File: config.mk
export PLATFORM = sky130hd
export DESIGN_NAME = hazard_forward_ctrl
export DESIGN_NICKNAME = d
export VERILOG_FILES = /design/src/rtl/hazard_forward_ctrl.sv
export SDC_FILE = /design/constraint.sdc
export NUM_CORES = 1
export LEC_CHECK = 0
export ABC_CLOCK_PERIOD_IN_PS = 5700
export CAP_MARGIN = 20
export CORE_MARGIN = 4
export CORE_UTILIZATION = 40
export DETAILED_ROUTE_END_ITERATION = 8
export PLACE_DENSITY = 0.62
export SLEW_MARGIN = 10
export SYNTH_ARGS = -nofsm -noshare
export SYNTH_HDL_FRONTEND = slang
export SYNTH_SLANG_ARGS = --single-unit
File: constraint.sdc
create_clock -name clock -period 5.7 [get_ports clock]
set_input_delay 1.425 -clock clock [delete_from_list [all_inputs] [get_ports clock]]
set_output_delay 1.425 -clock clock [all_outputs]
set_load 0.02 [all_outputs]
File: src/rtl/hazard_forward_ctrl.sv
// Forward/hazard controller beside Decode: tracks in-flight destination registers,
// drives registered operand-forward selects, load-use stall/bubble and jump flush.
module hazard_forward_ctrl #(
  parameter int FLUSH_CYCLES = 2,
  parameter int CNT_W        = 32
) (
  input  logic             clock,
  input  logic             reset,
  input  logic             id_valid_ip,
  input  logic [4:0]       id_rs1_addr_ip,
  input  logic             id_rs1_used_ip,
  input  logic [4:0]       id_rs2_addr_ip,
  input  logic             id_rs2_used_ip,
  input  logic [4:0]       id_rd_addr_ip,
  input  logic             id_reg_write_ip,
  input  logic             id_is_load_ip,
  input  logic             flush_req_ip,
  output logic [1:0]       fa_mux_op,
  output logic [1:0]       fb_mux_op,
  output logic             stall_op,
  output logic             bubble_op,
  output logic             flush_op,
  output logic [CNT_W-1:0] stall_count_op,
  output logic [CNT_W-1:0] flush_count_op
);

  localparam logic [1:0] FWD_DEFAULT       = 2'b00;
  localparam logic [1:0] EX_RESULT_SELECT  = 2'b01;
  localparam logic [1:0] MEM_RESULT_SELECT = 2'b10;
  localparam logic [2:0] FLUSH_RELOAD      = 3'(FLUSH_CYCLES - 1);

  typedef enum logic {RUN, FLUSH} state_t;

  state_t     state;
  logic [2:0] flush_left;

  // The WB slot is not kept: nothing forwards from it, since the register file
  // writes through to Decode. MEM needs no is_load bit for the same reason.
  logic       ex_vld, mem_vld;
  logic [4:0] ex_rd, mem_rd;
  logic       ex_ld;

  logic       id_writes;
  logic       load_use;
  logic       insert_nop;
  logic [1:0] fa_nxt, fb_nxt;

  function automatic logic [1:0] fwd_sel(input logic used, input logic [4:0] rs,
                                         input logic e_vld, input logic [4:0] e_rd,
                                         input logic m_vld, input logic [4:0] m_rd);
    logic [1:0] sel;
    sel = FWD_DEFAULT;
    if (used && e_vld && (e_rd == rs))
      sel = EX_RESULT_SELECT;
    else if (used && m_vld && (m_rd == rs))
      sel = MEM_RESULT_SELECT;
    return sel;
  endfunction

  function automatic logic [CNT_W-1:0] sat_inc(input logic [CNT_W-1:0] v);
    return (&v) ? v : v + 1'b1;
  endfunction

  // Slot valid already implies rd != 0, so x0 can never match a producer.
  assign id_writes = id_valid_ip && id_reg_write_ip && (id_rd_addr_ip != 5'd0);
  assign load_use  = id_valid_ip && ex_vld && ex_ld &&
                     ((id_rs1_used_ip && (id_rs1_addr_ip == ex_rd)) ||
                      (id_rs2_used_ip && (id_rs2_addr_ip == ex_rd)));

  assign flush_op   = (state == FLUSH) || flush_req_ip;
  assign stall_op   = load_use && !flush_op;
  assign bubble_op  = stall_op;
  assign insert_nop = bubble_op || flush_op;

  assign fa_nxt = insert_nop ? FWD_DEFAULT :
                  fwd_sel(id_rs1_used_ip, id_rs1_addr_ip, ex_vld, ex_rd, mem_vld, mem_rd);
  assign fb_nxt = insert_nop ? FWD_DEFAULT :
                  fwd_sel(id_rs2_used_ip, id_rs2_addr_ip, ex_vld, ex_rd, mem_vld, mem_rd);

  // Stage boundary ID -> EX -> MEM: control state, selects and counters
  always_ff @(posedge clock) begin
    if (reset) begin
      state          <= RUN;
      flush_left     <= 3'd0;
      ex_vld         <= 1'b0;
      mem_vld        <= 1'b0;
      fa_mux_op      <= FWD_DEFAULT;
      fb_mux_op      <= FWD_DEFAULT;
      stall_count_op <= '0;
      flush_count_op <= '0;
    end else begin
      mem_vld   <= ex_vld;
      ex_vld    <= insert_nop ? 1'b0 : id_writes;
      fa_mux_op <= fa_nxt;
      fb_mux_op <= fb_nxt;
      if (stall_op)
        stall_count_op <= sat_inc(stall_count_op);
      if (flush_req_ip)
        flush_count_op <= sat_inc(flush_count_op);
      case (state)
        RUN: begin
          if (flush_req_ip && (FLUSH_CYCLES > 1)) begin
            state      <= FLUSH;
            flush_left <= FLUSH_RELOAD;
          end
        end
        FLUSH: begin
          if (flush_req_ip)
            flush_left <= FLUSH_RELOAD;
          else if (flush_left <= 3'd1)
            state <= RUN;
          else
            flush_left <= flush_left - 3'd1;
        end
        default: state <= RUN;
      endcase
    end
  end

  // Slot payload travels without reset; only the valid bits qualify it.
  always_ff @(posedge clock) begin
    mem_rd <= ex_rd;
    ex_rd  <= id_rd_addr_ip;
    ex_ld  <= id_is_load_ip;
  end

endmodule

==> impl_metrics.json, run 1 <==
{
  "synth_nets": 492,
  "setup_clock_skew_after_layout_ns": 0.01235,
  "hold_buffers": 0,
  "area_growth_pct": 31.00,
  "hold_path_end": "mem_rd[1]$_DFF_P_",
  "buffer_ports.inserted": 93,
  "route.detailed.drc": 0,
  "postLayoutCellArea_um2": 5240,
  "pwr_density_cell_nw_per_um2": 204.0,
  "reg2regPathDepth": 7,
  "synth_largest_type_area_fraction_pct": 42.54,
  "dominantRegCellSynth": "sky130_fd_sc_hd__dfxtp_1",
  "grt_setup_unrepaired": "false",
  "ys_top_cells_by_count": "sky130_fd_sc_hd__dfxtp_1 (85), sky130_fd_sc_hd__nor2_1 (70), sky130_fd_sc_hd__xor2_1 (45)",
  "power.share.combinational_pct": 6.0,
  "mappedNetlistArea_um2": 4000,
  "core-area_um2": 9774,
  "synth.distinct_cells": 40,
  "cells_traversed_along_the_worst_timing_path": "clkdlybuf4s50_1, xnor2_1, nand4_1, o22ai_1, nor2b_1, clkdlybuf4s50_1",
  "worst_pin_slew_ns": 0.8947,
  "power.leakage_nw": 1.773,
  "num_io_pins": 94,
  "worst-endpoint-required_ns": 4.28,
  "grt_pass1_vias": 3467,
  "post_route_cells_drive_above_1_share_pct": 5.338,
  "total_power_w": 0.001069,
  "cts_post_setup_buffers_inserted": 0,
  "tritoncts": "done",
  "synth.area.top_cells": "sky130_fd_sc_hd__dfxtp_1 (43%), sky130_fd_sc_hd__xor2_1 (9.9%), sky130_fd_sc_hd__nor2_1 (6.6%)",
  "yosys_warnings": 0,
  "timing.critical_path.slowest_stage_cell": "sky130_fd_sc_hd__clkdlybuf4s50_1",
  "place.gp.congestion": 0.8476,
  "hold_depth": 0,
  "synth_area_per_cell_um2": 8.602,
  "reg2reg_from": "flush_count_op[0]$_SDFFE_PP0P_",
  "dieArea_um2": 11660,
  "setup_viol_count_final": 0,
  "routed_wl_mm": 9.893,
  "largest_net_degree_at_the_start_of_global_routing": 45,
  "timing.critical_path.from_type": "input port",
  "route.vias.total": 3651,
  "grt_first_pass_wirelength_mm": 16.14,
  "drt_pre_antenna_iters": 4,
  "cts_inserted_buffers": 9,
  "placed_cell_area_um2": 5055,
  "viasPerCell": 5.253,
  "post-synth-top-area-cell": "sky130_fd_sc_hd__dfxtp_1",
  "report.final.hold_viol_count": 0,
  "maxSlewViolCount": 0,
  "fmaxAchievable_ghz": 0.2094,
  "cts.sinks": 85,
  "cp_max_fo": 4,
  "yosysMostFrequentCell": "sky130_fd_sc_hd__dfxtp_1",
  "clock_power_share_pct": 37.1,
  "clk-insertion-delay-late_ns": 0.34,
  "clk_pin_slew_ns": 0.08,
  "portion_of_total_power_attributed_to_sequential_cells_pct": 56.9,
  "timing.hold.worst.start": "ex_rd[1]$_DFF_P_",
  "critical-path-top-delay-family": "buffers and inverters",
  "cap_viol_max_count": 0,
  "initial_utilization_pct": 40.92,
  "criticalPathCategory": "in2out",
  "critical_path.n_buffers_inverters": 2,
  "cp_slowest_stage_delay_ns": 0.63,
  "setup.reg_to_reg.worst_slack_ns": 3.06,
  "antennaDiodeCount": 0,
  "horizontal_die_dimension_um": 108,
  "core.rowCount": 36,
  "synth_sequential_area_ratio_pct": 42.54,
  "finalWorstSetupSlack_ns": 0.9242,
  "fraction_of_synthesis_flops_using_an_asynchronous_set_or_reset_pin_pct": 0,
  "timing.critical_path.to_type": "primary output",
  "first_iter_violations": 213,
  "crit-reg2reg-capture": "flush_count_op[1]$_SDFFE_PP0P_",
  "global_route.usage.total_pct": 16.89,
  "fin_crit_sh_pct": 83.79,
  "globalRouteOverflowTotal": 0,
  "timing.max_slew.rel_slack_pct": 39.80,
  "cts_repair_resize_count": 0,
  "cp_data_arrival_time_ns": 3.35,
  "nets": 584,
  "synth_cells": 465,
  "detail_placement_hpwl_mm": 7.201,
  "post-route-min-period_ns": 4.776,
  "cts.path.max_buffers": 2,
  "cts.root.buffer_cell": "sky130_fd_sc_hd__clkbuf_8",
  "power.internal_w": 0.0008150,
  "post_drt_wl_per_cell_um": 14.23,
  "power.share.switching_pct": 23.75,
  "worst_path_most_repeated_cell": "sky130_fd_sc_hd__clkdlybuf4s50_1",
  "run_status": "complete, no violations",
  "antenna_found_initial": 0,
  "clock_tree.htree_level_count": 3,
  "final_core_utilization_pct": 53.61,
  "hold_path_class": "reg2reg",
  "place_ws_ns": 0.9038,
  "drtAntennaViolNets": 0,
  "synth_edf_count": 0,
  "post_route_setup_tns_ns": 0,
  "floorplan.die.height_um": 108,
  "synth.ff_latch_count": 85,
  "p_sw_w": 0.0002538,
  "fillCellCount": 952,
  "irDropWorstVdd_uv": 107.3
}
==> routing by layer <==
layer  global-route usage, %  up-vias  wire length, µm
met1                   21.79     1732             4568
met3                   3.701        7              458
met2                   28.15       80             4805
met4                   5.410        0               59
li1                        -     1832                -
met5                       0        -                0
==> state kept, by name (all words and copies together) (netlist names) <==
register        flops
ex_ld               1
ex_rd               5
ex_vld              1
fa_mux_op           2
fb_mux_op           2
flush_count_op     32
flush_left          3
mem_rd              5
mem_vld             1
stall_count_op     32
state               1
==> per-stage QoR <==
step / cells / hold WS (ns)
after floorplan: 465 / 0.3755
after global placement: 679 / 0.3842
after detailed placement: 679 / 0.3895
after CTS: 695 / 0.4016
after global routing: 695 / 0.4076
final: 695 / 0.3971
==> worst register-to-register path: cells and delay by family, from the launching register on <==
| kind | cells | cell delay (ns) |
|---|---|---|
| flip-flops | 1 | 0.42 |
| AND/OR/NAND/NOR | 5 | 1.61 |
| multiplexers | 1 | 0.22 |
| adder cells (fa/ha/maj) | 1 | 0.25 |
==> worst max-delay path by stage <==
| stage | from | to | slack, ns | depth (start not counted) |
|---|---|---|---|---|
| final | id_rs1_addr_ip[0] | stall_op | 0.92 | 6 |
| after global routing | id_rs1_addr_ip[1] | bubble_op | 0.80 | 6 |
| after CTS | id_rs1_addr_ip[1] | stall_op | 0.90 | 6 |
| after detailed placement | id_rs1_addr_ip[1] | stall_op | 0.90 | 6 |
| after global placement | id_rs1_addr_ip[1] | stall_op | 0.92 | 6 |
| after floorplan | id_rs1_addr_ip[0] | stall_op | 1.71 | 5 |
==> final cells by class <==
cell class / count / area, µm² / share of cell area, %
inverters: 8 / 30.03 / 0.5731
flip-flops and latches: 85 / 1702 / 32.47
clock inverters: 5 / 33.78 / 0.6447
repair buffers: 96 / 948.4 / 18.10
multi-input cells: 357 / 2208 / 42.14
clock buffers: 11 / 151.4 / 2.889
well taps: 133 / 166.4 / 3.176
==> cell usage in the layout (no fill, tap or decap), types with 2 or more instances in the layout <==
cell / instances
sky130_fd_sc_hd__mux2i_1: 2
sky130_fd_sc_hd__nor2b_1: 9
sky130_fd_sc_hd__nand2_1: 25
sky130_fd_sc_hd__nor4_1: 8
sky130_fd_sc_hd__clkinv_2: 2
sky130_fd_sc_hd__xnor2_1: 20
sky130_fd_sc_hd__nor3_1: 14
sky130_fd_sc_hd__nand2b_1: 2
sky130_fd_sc_hd__mux2_2: 3
sky130_fd_sc_hd__o21ai_0: 13
sky130_fd_sc_hd__a21oi_1: 12
sky130_fd_sc_hd__clkdlybuf4s50_1: 92
sky130_fd_sc_hd__ha_1: 4
sky130_fd_sc_hd__or3_1: 11
sky130_fd_sc_hd__nand4_1: 34
sky130_fd_sc_hd__a211oi_1: 3
sky130_fd_sc_hd__nor2_1: 70
sky130_fd_sc_hd__or4_1: 6
sky130_fd_sc_hd__clkbuf_8: 11
sky130_fd_sc_hd__buf_4: 3
sky130_fd_sc_hd__inv_1: 8
sky130_fd_sc_hd__xor2_1: 45
sky130_fd_sc_hd__nand3_1: 36
sky130_fd_sc_hd__o21a_1: 2
sky130_fd_sc_hd__and4_1: 6
sky130_fd_sc_hd__nand4b_1: 2
sky130_fd_sc_hd__and3_1: 16
sky130_fd_sc_hd__dfxtp_1: 85
sky130_fd_sc_hd__clkinvlp_4: 2
==> logic make-up after synthesis <==
kind of cell	count (synthesis)	share of synthesized area [%]
DFF	85	42.54
buffers and inverters	23	2.252
xor gates and xnor gates	65	14.23
AOI/OAI and AO/OA	38	6.256
adders and majority gates	4	1.251
and+or+nand+nor	245	32.12
muxes	5	1.345
==> power groups by stage <==
stage	clock network [W]	registers (W)	logic [W]
after floorplan	0	0.000622	0.0000336
after global placement	0	0.000622	0.0000640
after detailed placement	0	0.000622	0.0000647
after CTS	0.000412	0.000608	0.0000651
after global routing	0.000438	0.000609	0.0000703
final	0.000397	0.000608	0.0000643
No activity file was read; power rests on OpenSTA's default activity.
==> run 2: changes to the inputs <==
--- a/config.mk
+++ b/config.mk
@@ -5,12 +5,12 @@
 export SDC_FILE = /design/constraint.sdc
 export NUM_CORES = 1
 export LEC_CHECK = 0
-export ABC_CLOCK_PERIOD_IN_PS = 5700
+export ABC_CLOCK_PERIOD_IN_PS = 3800
 export CAP_MARGIN = 20
 export CORE_MARGIN = 4
 export CORE_UTILIZATION = 40
 export DETAILED_ROUTE_END_ITERATION = 8
-export PLACE_DENSITY = 0.62
+export PLACE_DENSITY = 0.65
 export SLEW_MARGIN = 10
 export SYNTH_ARGS = -nofsm -noshare
 export SYNTH_HDL_FRONTEND = slang
==> constraint.sdc (replaced) <==
create_clock -name clock -period 3.8 [get_ports clock]
set_input_delay 0.95 -clock clock [delete_from_list [all_inputs] [get_ports clock]]
set_output_delay 0.95 -clock clock [all_outputs]
set_load 0.02 [all_outputs]
==> run 2 against run 1 <==
Effect of this change:
- critical path type unchanged
- global-route usage grew 0.98 points
- critical path depth is the same
- wire length grew 2.4%
- utilization grew 0.31 points
- largest power group unchanged
==> impl_metrics.json, run 2 (same netlist as run 1, synthesis figures left out) <==
{
  "reg.largest.list": "flush_count_op (32), stall_count_op (32)",
  "run_status": "complete, no violations",
  "timing.critical_path.to_type": "primary output",
  "grt_first_pass_wirelength_mm": 17.04,
  "cts.root.buffer_cell": "sky130_fd_sc_hd__clkbuf_8",
  "global_route.usage.total_pct": 17.86,
  "endpoint_of_the_most_critical_setup_path": "bubble_op",
  "cts.sinks": 85,
  "route.vias.total": 3675,
  "dieArea_um2": 11660,
  "setup_viol_count_final": 0,
  "hold_buffers": 0,
  "post-route-min-period_ns": 3.324,
  "cts_post_setup_buffers_inserted": 0,
  "cts.path.max_buffers": 2,
  "place.gp.congestion": 0.8782,
  "cap_viol_max_count": 0,
  "hold_path_class": "reg2reg",
  "setup.reg_to_reg.worst_slack_ns": 1.10,
  "worst_pin_slew_ns": 1.080,
  "ff_latch_area_um2": 1702,
  "timing.max_slew.rel_slack_pct": 28.00,
  "detail_placement_hpwl_mm": 7.366,
  "antenna_found_initial": 0,
  "routed_wl_mm": 10.13,
  "core-area_um2": 9774,
  "worst-endpoint-required_ns": 2.85,
  "cp_max_fo": 2,
  "drt_pre_antenna_iters": 6,
  "cts_inserted_buffers": 9,
  "clk-insertion-delay-late_ns": 0.35,
  "post_route_setup_tns_ns": 0,
  "setup_clock_skew_after_layout_ns": 0.01161,
  "holdWs_ns": 0.3950,
  "maxSlewViolCount": 0,
  "pwr_density_cell_nw_per_um2": 309.1,
  "reg2regPathDepth": 7,
  "floorplan.die.height_um": 108,
  "clock_tree.htree_level_count": 3,
  "core.rowCount": 36,
  "largest_net_degree_at_the_start_of_global_routing": 60,
  "num_io_pins": 94,
  "report.final.hold_viol_count": 0,
  "route.detailed.drc": 0,
  "fillCellCount": 941,
  "worst_setup_path_startpoint": "id_rs1_addr_ip[0]",
  "criticalPathCategory": "in2out",
  "cts_repair_resize_count": 0,
  "globalRouteOverflowTotal": 0,
  "first_iter_violations": 157,
  "horizontal_die_dimension_um": 108,
  "final_common_cell": "sky130_fd_sc_hd__clkdlybuf4s50_1",
  "antennaDiodeCount": 0,
  "cp_data_arrival_time_ns": 2.37,
  "layout_common_cells": "sky130_fd_sc_hd__clkdlybuf4s50_1 (90), sky130_fd_sc_hd__dfxtp_1 (85), sky130_fd_sc_hd__nor2_1 (70), sky130_fd_sc_hd__xor2_1 (45), sky130_fd_sc_hd__nand3_1 (36)",
  "area_of_the_multi_input_gates_um2": 2208,
  "buffer_ports.inserted": 93,
  "irDropWorstVdd_uv": 203.6,
  "viasPerCell": 5.265,
  "initial_utilization_pct": 40.92,
  "crit-reg2reg-capture": "flush_count_op[25]$_SDFFE_PP0P_",
  "post_drt_wl_per_cell_um": 14.52,
  "timing.critical_path.from_type": "input port",
  "clk_pin_slew_ns": 0.08,
  "power.leakage_nw": 1.829,
  "tritoncts": "done",
  "area_growth_pct": 31.75,
  "fmaxAchievable_ghz": 0.3009,
  "reg2reg_from": "flush_count_op[0]$_SDFFE_PP0P_",
  "nets": 588,
  "fin_crit_sh_pct": 87.46,
  "drtAntennaViolNets": 0,
  "grt_pass1_vias": 3530,
  "post_route_cells_drive_above_1_share_pct": 5.664,
  "grt_setup_unrepaired": "false"
}
run 2: cell count changes in the layout (fill, tap and decap cells not counted), sizes merged:
| cell | before | now |
|---|---|---|
| clkinvlp | 2 | 1 |
| inv | 9 | 8 |
| bufinv | 0 | 1 |
| buf | 4 | 8 |
| dlymetal6s2s | 0 | 2 |
| clkbuf | 11 | 10 |
| clkdlybuf4s50 | 92 | 90 |
| clkinv | 2 | 3 |
run 2: power breakdown:
group / switching [W] / internal (W) / total (W)
registers: 0.0000104 / 0.000901 / 0.000911
clock network: 0.000320 / 0.000297 / 0.000617
logic: 0.0000502 / 0.0000506 / 0.000101
run 2: final cells by class:
class	instances	share of cell area [%]
clock buffers	10	2.422
flip-flops and latches	85	32.29
repair buffers	100	18.66
clock inverters	5	0.9972
multi-input cells	357	41.90
well taps	133	3.158
inverters	8	0.5698
run 2: worst min path at each step:
stage / slack, ns / end / from / cells after the start
global placement: 0.38 / mem_rd[1]$_DFF_P_ / ex_rd[1]$_DFF_P_ / 0
global route: 0.41 / mem_rd[1]$_DFF_P_ / ex_rd[1]$_DFF_P_ / 0
finish: 0.40 / mem_rd[1]$_DFF_P_ / ex_rd[1]$_DFF_P_ / 0
detailed placement: 0.39 / mem_rd[1]$_DFF_P_ / ex_rd[1]$_DFF_P_ / 0
CTS: 0.40 / mem_rd[1]$_DFF_P_ / ex_rd[1]$_DFF_P_ / 0
floorplan: 0.38 / mem_rd[0]$_DFF_P_ / ex_rd[0]$_DFF_P_ / 0
run 2: per-layer routing:
| metal | track usage, % | wire [µm] | up-vias |
|---|---|---|---|
| met5 | 0 | 0 | - |
| met4 | 5.050 | 121 | 0 |
| met2 | 29.31 | 4726 | 89 |
| li1 | - | - | 1837 |
| met3 | 4.000 | 500 | 8 |
| met1 | 23.67 | 4784 | 1741 |
run 2: critical path, cell delays in order:
cell	delay (ns)
sky130_fd_sc_hd__clkdlybuf4s50_1	0.53
sky130_fd_sc_hd__xnor2_1	0.13
sky130_fd_sc_hd__nand4_1	0.13
sky130_fd_sc_hd__o22ai_1	0.20
sky130_fd_sc_hd__nor2b_1	0.18
sky130_fd_sc_hd__dlymetal6s2s_1	0.24
run 2: metrics by stage:
stage,cell area [µm²],util [%],worst slack (ns),total power [W],instances
2_1_floorplan,4000,-,0.7563,0.0009835,465
3_3_place_gp,5085,52.02,0.07788,0.001031,683
3_5_place_dp,5085,52.02,0.06826,0.001033,683
4_1_cts,5265,53.87,0.06378,0.001650,698
5_1_grt,5270,53.92,0.3636,0.001697,698
6_report,5270,53.92,0.4765,0.001629,698
